File: src/rtl/router_pkg.sv
// Router flit and PC word definitions shared by the serializer,
// the router and the deserializer.
package router_pkg;

    localparam int NPCcode  = 8;
    localparam int NPCdata  = 24;
    localparam int NPCroute = 10;
    localparam int FLIT_W   = NPCroute + 1;
    localparam int NPAY     = NPCcode + NPCdata;
    localparam int NFLITS   = (NPAY + NPCroute - 1) / NPCroute;
    localparam int ACC_W    = NFLITS * NPCroute;
    localparam int CNT_W    = $clog2(NFLITS);
    localparam int WORD_W   = NPCroute + NPAY;

    typedef struct packed {
        logic [NPCroute-1:0] payload;
        logic                tail;
    } flit_t;

    typedef struct packed {
        logic [NPCroute-1:0] route;
        logic [NPCcode-1:0]  code;
        logic [NPCdata-1:0]  data;
    } pc_word_t;

    typedef enum logic {
        HEAD,
        BODY
    } state_t;

endpackage

File: src/rtl/bz_deserializer.sv
// Router exit stage: pops header/data flits from the router FIFO and
// rebuilds {route, code, data} words on a valid/ack channel.
module bz_deserializer
    import router_pkg::*;
(
    input  logic        clk,
    input  logic        reset,
    input  logic [10:0] data_in,
    input  logic        empty,
    output logic        rdreq,
    output logic [41:0] PC_out_channel_d,
    output logic        PC_out_channel_v,
    input  logic        PC_out_channel_a,
    output logic        err,
    output logic [7:0]  err_count
);

    flit_t               flit;
    state_t              state;
    state_t              state_next;
    logic [CNT_W-1:0]    cnt;
    logic [ACC_W-1:0]    acc;
    logic [ACC_W-1:0]    acc_next;
    logic [NPCroute-1:0] route;
    logic                last;
    logic                head_pop;
    logic                body_pop;
    logic                load;
    logic                bad;
    pc_word_t            word;

    assign flit     = flit_t'(data_in);
    assign last     = (cnt == CNT_W'(NFLITS - 1));
    assign acc_next = {acc[ACC_W-NPCroute-1:0], flit.payload};
    assign head_pop = (state == HEAD) && rdreq;
    assign body_pop = (state == BODY) && rdreq;
    assign load     = body_pop && last;
    // header-only worm, or a tail before the word is complete
    assign bad      = (head_pop || (body_pop && !last)) && flit.tail;

    assign word.route = route;
    assign word.code  = acc_next[NPAY-1:NPCdata];
    assign word.data  = acc_next[NPCdata-1:0];

    always_ff @(posedge clk) begin
        if (reset) state <= HEAD;
        else       state <= state_next;
    end

    always_comb begin
        state_next = state;
        rdreq      = 1'b0;
        unique case (state)
            HEAD: begin
                rdreq = !empty;
                if (rdreq && !flit.tail) state_next = BODY;
            end
            BODY: begin
                rdreq = !empty && (!PC_out_channel_v || PC_out_channel_a);
                if (rdreq && flit.tail) state_next = HEAD;
            end
            default: state_next = HEAD;
        endcase
        if (reset) begin
            rdreq      = 1'b0;
            state_next = HEAD;
        end
    end

    always_ff @(posedge clk) begin
        if (reset) begin
            route            <= '0;
            acc              <= '0;
            cnt              <= '0;
            PC_out_channel_v <= 1'b0;
            PC_out_channel_d <= '0;
            err              <= 1'b0;
            err_count        <= '0;
        end else begin
            err <= bad;
            if (bad && err_count != 8'hFF) err_count <= err_count + 8'd1;
            if (head_pop) route <= flit.payload;
            if (body_pop) begin
                acc <= acc_next;
                if (last || flit.tail) cnt <= '0;
                else                   cnt <= cnt + CNT_W'(1);
            end
            // a fresh word on the ack edge keeps v high
            if (load) begin
                PC_out_channel_d <= word;
                PC_out_channel_v <= 1'b1;
            end else if (PC_out_channel_a) begin
                PC_out_channel_v <= 1'b0;
            end
        end
    end

endmodule
File: config.mk
export PLATFORM = sky130hd
export DESIGN_NAME = bz_deserializer
export DESIGN_NICKNAME = d
export VERILOG_FILES = /design/src/rtl/router_pkg.sv /design/src/rtl/bz_deserializer.sv
export SDC_FILE = /design/constraint.sdc
export NUM_CORES = 1
export LEC_CHECK = 0
export CELL_PAD_IN_SITES_DETAIL_PLACEMENT = 1
export CELL_PAD_IN_SITES_GLOBAL_PLACEMENT = 1
export CORE_MARGIN = 1
export CORE_UTILIZATION = 35
export DETAILED_ROUTE_END_ITERATION = 6
export GPL_ROUTABILITY_DRIVEN = 1
export GPL_TIMING_DRIVEN = 0
export PLACE_DENSITY = 0.73
export SYNTH_ARGS = -nofsm -noshare
export SYNTH_HDL_FRONTEND = slang
export SYNTH_SLANG_ARGS = --single-unit
File: constraint.sdc
create_clock -name clk -period 2.2 [get_ports clk]
set_clock_uncertainty 0.1 [all_clocks]
set_input_delay 0.33 -clock clk [delete_from_list [all_inputs] [get_ports clk]]
set_output_delay 0.33 -clock clk [all_outputs]
set_load 0.01 [all_outputs]
==> flow_summary.yaml <==
clocking:
  htree_levels: 3
  clkTransAtPathRegs_ns: 0.09
  insertion_delay_ns: 0.35
  cts_hold_buf: 0
  clk_path_buf_depth: 2
  clock-sinks: 87
  cts_tree: "built"
  cts_root_buffer: "clkbuf_8"
  cts_buffers: 9
drt:
  dr.pass1.iters: 6
  vias: 2874
  ant_nets: 0
  drc: 0
  drt_iter0_markers: 83
  via_per_inst: 4.947
  top_layer_used: "met4"
  route.met2.wl_um: 4152
  dr_wl_met3_um: 321
  drt-total-wl_um: 8624
  avgRoutedWirePerCell_um: 14.84
  wl_met1_um: 4105
sta:
  clock.fmax_mhz: 515.7
  relSlewSlack: 0.6412
  final.setup.tns_ns: 0
  fin_crit_ns: 1.939
  setup_viol: 0
  rsz0062_at_grt: "false"
  layout_worst_path_cycle_share: 0.8814
  final-max-slew-violation-count: 0
  hold_viol: 0
  tightest_slew_ns: 0.5383
  worst_slack_ns: 0.2610
final_layout:
  diodes: 0
  multiInputGateArea_mm2: 0.001346
  fill_cells: 1093
  regArea_mm2: 0.001742
  syn_to_final_growth_pct: 31.22
  finalNetCount: 485
  layout-drive-gt1-share: 0.08879
critical_path:
  rr_worst_depth: 6
  crit_start: "empty"
  cp.arrival_ns: 1.51
  reg2reg_from: "cnt[0]"
  rr_endpoint: "err_count[3]"
  cp_slowest_cell: "clkdlybuf4s50_1"
  r2r_slack_ns: 0.41
  path_cells: "clkdlybuf4s50_1, nor2_4, a21boi_0, dlygate4sd2_1"
  endpoint_kind: "output pin"
  endpoint: "rdreq"
  cp_max_fo: 5
  cp-start-kind: "input port"
  path_class: "in -> out"
  required_ns: 1.77
  slowest_delay_ns: 0.49
job:
  maxCapViolCount: 0
die:
  initial_core_util: 0.3664
  dieArea_mm2: 0.009651
  coreArea_mm2: 0.008848
  die_height_um: 98.24
  fp-row-count: 34
  num_io_pins: 68
  die_w_um: 98.24
pwr:
  switchingPower_w: 0.0006645
  pwr-share-clk: 0.402
  vdd_drop_max_mv: 0.2699
  intPower_w: 0.002235
  pwr-share-comb: 0.044
  seqPwrFrac: 0.554
  power_density_mw_per_mm2: 681.5
  p_leak_nw: 1.412
  swShare: 0.2292
placed_design:
  io_buffer_count: 67
  globalplace.congestion: 0.7741
  dp_hpwl_um: 6309
  place_ws_ns: -0.1858
logic_synthesis:
  synth_cells: 390
  synth-seq-cells: 87
  synth_top_area_cell: "dfxtp_1"
  synth_area_per_cell_um2: 8.312
  mappedNetlistArea_mm2: 0.003242
  ys_seq_area_frac: 0.5372
  yosys-top-cells-area: "dfxtp_1 (54%), nand2_1 (16%), a21oi_1 (9.9%), nand2b_1 (2.3%), o21ai_0 (2.2%)"
  synth.distinct_cells: 34
  syn_nets: 407
  synth.top_cell.area_share: 0.5372
  yosysWarningCount: 0
worst_hold_path:
  hp-class: "reg -> reg"
  worstHoldStart: "acc[13]"
global_route:
  grt_overflow: 0
  grt_max_degree: 15
  gr-usage-all-layers: 0.1870
  grt_pass1_vias: 2951
  grt_first_pass_wirelength_um: 14210
  grt_antenna_before_repair: 0
status:
  status: "finished clean"
metrics by stage:
stage / hold WS (ns) / total power, W / util / cells / area, µm²
floorplan: 0.3321 / 0.001701 / - / 390 / 3242
global placement: 0.3417 / 0.001772 / 0.4574 / 565 / 4048
detailed placement: 0.3492 / 0.001774 / 0.4574 / 565 / 4048
CTS: 0.3574 / 0.002926 / 0.4808 / 581 / 4254
global route: 0.3781 / 0.003003 / 0.4808 / 581 / 4254
finish: 0.3505 / 0.002899 / 0.4808 / 581 / 4254
what timing repair did:
action / in CTS / in global routing
gates resized for setup: 2 / 0
setup endpoints to repair: 1 / 0
endpoints found under the hold margin: 0 / 0
buffers inserted: 0 / 0
how the worst min path moves through the flow:
| stage | to | slack [ns] | cells after the start |
|---|---|---|---|
| 2_1_floorplan | PC_out_channel_d[22] | 0.33 | 2 |
| 4_1_cts | PC_out_channel_d[23] | 0.36 | 2 |
| 3_3_place_gp | PC_out_channel_d[8] | 0.34 | 2 |
| 6_report | PC_out_channel_d[23] | 0.35 | 2 |
| 5_1_grt | PC_out_channel_d[23] | 0.38 | 2 |
| 3_5_place_dp | PC_out_channel_d[35] | 0.35 | 2 |
synthesized netlist by cell type:
master	instances
nand4_1	1
nand4_2	2
or2_2	1
o21ba_1	1
nor2_4	1
o21ai_1	1
nand2_2	1
a21oi_1	64
nor2b_1	1
clkbuf_1	13
nor2_1	4
nor4_1	3
o21ba_2	1
or3_1	2
and2_1	1
nand3_1	5
xor2_1	1
nand2_1	141
o31ai_1	1
and4_4	1
nor3_1	1
buf_2	6
buf_4	1
nor2b_4	1
nand2b_1	12
a21oi_2	6
and3_1	3
mux2i_1	2
a21boi_0	1
buf_6	6
o21ai_0	14
o31a_1	2
ha_1	2
dfxtp_1	87
layout make-up:
cell class,count,area share
sequential,87,0.4094
multi-input combinational,277,0.3165
timing repair buffer,67,0.1571
clock inverter,4,0.01265
tap,108,0.03176
clock buffer,12,0.03647
buffer,26,0.03618
layer usage:
layer  track usage  vias up
li1              -     1438
met1        0.2374     1384
met2        0.3191       50
met3       0.04223        2
met4       0.05166        0
met5             0        -
flip-flops by register name, summed over array words and instances (netlist names):
signal / count
PC_out_channel_d: 42
PC_out_channel_v: 1
cnt: 2
state: 1
route: 10
err_count: 8
err: 1
acc: 22
cell usage in the layout, fill, tap and decap left out, types with 3 or more instances in the layout:
| cell | synthesis | final |
|---|---|---|
| nand2b_1 | 12 | 12 |
| dfxtp_1 | 87 | 87 |
| nand2_1 | 141 | 141 |
| a21oi_1 | 64 | 64 |
| nand3_1 | 5 | 5 |
| buf_6 | 6 | 6 |
| nor4_1 | 3 | 3 |
| clkbuf_1 | 13 | 14 |
| a21oi_2 | 6 | 6 |
| o21ai_0 | 14 | 14 |
| nor2_1 | 4 | 4 |
| clkdlybuf4s50_1 | 0 | 65 |
| buf_2 | 6 | 6 |
| clkbuf_8 | 0 | 11 |
| and3_1 | 3 | 3 |
worst max-delay path: cells and delay by family:
kind	cells	cell delay, ns
compound gates	1	0.20
buf+inv	2	0.78
simple gates	1	0.19
power by group through the flow:
stage | Sequential [W] | Clock, W | Combinational, W
after floorplan | 0.00164 | 0 | 0.0000603
after global placement | 0.00164 | 0 | 0.000128
after detailed placement | 0.00164 | 0 | 0.000130
after CTS | 0.00161 | 0.00119 | 0.000130
after global routing | 0.00161 | 0.00125 | 0.000141
final | 0.00161 | 0.00116 | 0.000127
cells by family after synthesis:
group | synth area share
adder cells (fa/ha/maj) | 0.007718
XOR/XNOR | 0.002702
AO/OA/AOI/OAI | 0.1544
flip-flops | 0.5372
AND/OR/NAND/NOR | 0.2443
buffers and inverters | 0.04747
multiplexers | 0.006175
(Power assumes the default switching activity.)
==> RTL edit 1 (same settings) <==
The output `err` loses its register stage (`err` becomes a continuous assignment).
--- a/src/rtl/bz_deserializer.sv
+++ b/src/rtl/bz_deserializer.sv
@@ -75,8 +75,6 @@
             PC_out_channel_v <= 1'b0;
             PC_out_channel_d <= '0;
-            err              <= 1'b0;
             err_count        <= '0;
         end else begin
-            err <= bad;
             if (bad && err_count != 8'hFF) err_count <= err_count + 8'd1;
             if (head_pop) route <= flit.payload;
@@ -96,3 +94,5 @@
     end
 
+    assign err = bad;
+
 endmodule
Behaviour: not the same (a bounded check fails within 4 cycles, from zero or initial values and one cycle with reset high).
==> RTL edit 1 against the unedited design <==
  * Count of clock-buffer cells in the layout is 1 lower
  * Total power is 6.4% higher
  * Routed wire length is 2.1% higher
  * Setup slack worse by 0.15 ns
  * Cell area is 0.24% lower
  * Global-route usage is 0.73 points higher
  * Sequential cell count is 1 lower
  * Synthesized area is 1.5% lower
  * Critical path type is now register to primary output
  * Highest routed layer unchanged
==> RTL edit 1: results (changes against the unedited design) <==
share of cells above drive strength 1 - 0.0742 (was 0.0888)
grt met3 use - 0.0410 (was 0.0422)
top cells by area, synth - dfxtp_1 54%, nand2_1 17%, a21oi_1 11% (was dfxtp_1 54%, nand2_1 16%, a21oi_1 9.9%)
post-synthesis xor/xnor area fraction - 0.00274 (was 0.00270)
Clock power frac - 0.444 (was 0.402)
Commonest cells post-synth - 141 x nand2_1, 86 x dfxtp_1, 70 x a21oi_1 (was 141 x nand2_1, 87 x dfxtp_1, 64 x a21oi_1)
met3 wire len - 307 µm (was 321 µm)
DR vias/cell - 4.96 (was 4.95)
Compound-Gate Fraction of Synth Area - 0.151 (was 0.154)
register area share after synthesis - 0.539 (was 0.537)
proportion of synthesized area in mux cells - 0.00627 (was 0.00618)
HPWL after detailed placement - 6.46 mm (was 6.31 mm)
slowest library cell on the worst path - dfxtp_1 (was clkdlybuf4s50_1)
Nets - 484 (was 485)
Netlist cell types - 32 (was 34)
worst vdd ir - 0.271 mV (was 0.270 mV)
status - complete, no violations (unchanged)
DRT iter0 DRCs - 89 (was 83)
GR Layer Usage met1 - 0.237 (about the same)
Power Density - 727 nW/µm² (was 681 nW/µm²)
Syn Area/Cell - 8.21 µm² (was 8.31 µm²)
via count - 2,877 (was 2,874)
fillers - 1,058 (was 1,093)
drt first pass iters - 4 (was 6)
gpl congestion - 0.754 (was 0.774)
delay-heaviest family, CP - flip-flops (was buffers and inverters)
[RTL edit 1: changes by cell type after synthesis, sizes merged]
cell / before / now
dfxtp: 87 / 86
clkbuf: 13 / 14
buf: 13 / 12
[RTL edit 1: path summary, 6_finish.rpt]
check | start | end | slack (ns) | depth (start not counted)
worst max register to register | cnt[0] | err_count[3] | 0.41 | 6
worst max-delay path | cnt[0] | err | 0.11 | 4
worst min-delay path | acc[13] | PC_out_channel_d[23] | 0.35 | 2
worst min register to register | acc[13] | PC_out_channel_d[23] | 0.35 | 2
[RTL edit 1: cell type report]
cell class | count | area (µm²) | area share
plain buffers | 26 | 153 | 0.0360
clock buffers | 11 | 141 | 0.0333
well taps | 108 | 135 | 0.0318
repair buffers | 67 | 667 | 0.157
flip-flops and latches | 86 | 1720 | 0.406
multi-input cells | 277 | 1320 | 0.311
clock inverters | 5 | 106 | 0.0251
==> RTL edit 2 (same flow settings) <==
Without the edit above. Make the reset (`reset`) asynchronous in 2 clocked blocks.
--- a/src/rtl/bz_deserializer.sv
+++ b/src/rtl/bz_deserializer.sv
@@ -43,5 +43,5 @@
     assign word.data  = acc_next[NPCdata-1:0];
 
-    always_ff @(posedge clk) begin
+    always_ff @(posedge clk or posedge reset) begin
         if (reset) state <= HEAD;
         else       state <= state_next;
@@ -68,5 +68,5 @@
     end
 
-    always_ff @(posedge clk) begin
+    always_ff @(posedge clk or posedge reset) begin
         if (reset) begin
             route            <= '0;
Function: differs if reset is asserted again (counterexample within 4 cycles, from zero or initial values and one cycle with reset high); with reset held inactive, the same outputs for 10 cycles.
==> RTL edit 2 against the unedited design <==
  * Cell area grew 5.4%
  * Synthesized cell count is 46% lower
  * Synthesized area up 4.2%
  * First-iteration DRC count decreased by 45%
  * Core utilization up 0.24 points
  * Final cell count decreased by 27%
  * Sequential share of layout area grew 7.6 points
  * Sequential cell count is the same
  * Routed wire length fell by 20%
  * Setup slack got worse by 0.14 ns
  * Critical path type unchanged
  * Largest cell class unchanged
  * Highest routed layer unchanged
Power is not compared: it rests on default switching activity, and its combinational part moved more than twofold at a synthesized area within 25%.
==> RTL edit 2: results (changes against the unedited design) <==
Reg-to-Reg Start - cnt[0] (unchanged)
top cells by area, synth - dfrtp_1 64%, mux2_2 25%, xnor2_1 1.0% (was dfxtp_1 54%, nand2_1 16%, a21oi_1 9.9%)
first-pass GRT wire length - 11.3 mm (was 14.2 mm)
Post-Route WL - 6.94 mm (was 8.62 mm)
Post-synth ARST share - 1.00 (was 0)
metal2 WL - 3.50 mm (was 4.15 mm)
fillers - 936 (was 1,093)
Syn Nets - 228 (was 407)
largest net degree at the start of global routing - 43 (was 15)
relative slew slack - 0.573 (was 0.641)
grt met3 use - 0.0292 (was 0.0422)
DRT iter0 DRCs - 46 (was 83)
Yosys top cell by area - dfrtp_1 (was dfxtp_1)
status - complete, no violations (unchanged)
Post-Route M1 WL - 3.13 mm (was 4.11 mm)
Netlist cell types - 30 (was 34)
final hold slack - 0.106 ns (was 0.350 ns)
Critical Path Max Stage Delay - 0.56 ns (was 0.49 ns)
GR Layer Usage met1 - 0.199 (was 0.237)
Critical Path AT - 1.65 ns (was 1.51 ns)
met2 usage in global routing - 0.244 (was 0.319)
r2r endpoint - err_count[6] (was err_count[3])
register area share after synthesis - 0.644 (was 0.537)
DR vias/cell - 4.70 (was 4.95)
met3 wire len - 195 µm (was 321 µm)
HPWL after detailed placement - 4.81 mm (was 6.31 mm)
gpl congestion - 0.710 (was 0.774)
cells on worst reg2reg path - 5 (was 6)
number of global-route vias before repair - 2,107 (was 2,951)
Commonest cells post-synth - 87 x dfrtp_1, 75 x mux2_2, 6 x buf_2 (was 141 x nand2_1, 87 x dfxtp_1, 64 x a21oi_1)
worst min path class - input port to asynchronous set/reset pin (was register to register)
share of cells above drive strength 1 - 0.367 (was 0.0888)
GRT Overall Usage - 0.152 (was 0.187)
## RTL edit 2: cell count changes in the layout (fill, tap and decap cells not counted), moves of 13 or more
cell and change:
mux2_2 +75, clkbuf_1 -13, dfxtp_1 -87, nand2_1 -137, dfrtp_1 +87, a21oi_1 -62
## RTL edit 2: cell families (layout without fill, tap and decap cells)
family                   count (synthesis)  in the layout  synth area share
adder cells (fa/ha/maj)                  2              2           0.00741
flip-flops                              87             87             0.644
XOR/XNOR                                 5              5            0.0130
multiplexers                            76             76             0.254
AND/OR/NAND/NOR                         24             24            0.0522
AO/OA/AOI/OAI                            8              8            0.0137
buffers and inverters                    9             95            0.0148
## RTL edit 2: repair_timing
action | 4_1_cts | 5_1_grt
endpoints found under the hold margin | 0 | 0
setup endpoints to repair | 1 | 1
buffers inserted | 1 | 0
pin swaps | 1 | 0
cloned | 0 | 0
resized for setup | 1 | 1
## RTL edit 2: stage by stage
stage,std cells,instance area [µm²],util,setup TNS [ns],setup WS [ns]
floorplan,211,3380,-,0,0.557
global placement,407,4210,0.454,-34.77,-0.392
detailed placement,409,4250,0.458,-1.16,-0.116
CTS,426,4480,0.483,0,0.0283
global route,426,4490,0.483,0,0.0628
finish,426,4490,0.483,0,0.124
## RTL edit 2: cell type report
type                            instances  area, µm²  area share
Clock buffer                           11        141      0.0315
Multi-Input combinational cell        115       1150       0.257
Buffer                                  8       46.3      0.0103
Timing Repair Buffer                   70        719       0.160
Clock inverter                          5       81.3      0.0181
Tap cell                              129        161      0.0360
Inverter                                1       7.51     0.00167
Sequential cell                        87       2180       0.485
## RTL edit 2: report_power, final
group	total, µW	switching [µW]	internal (µW)
logic	556	212	344
clock network	1230	559	672
registers	1990	167	1830
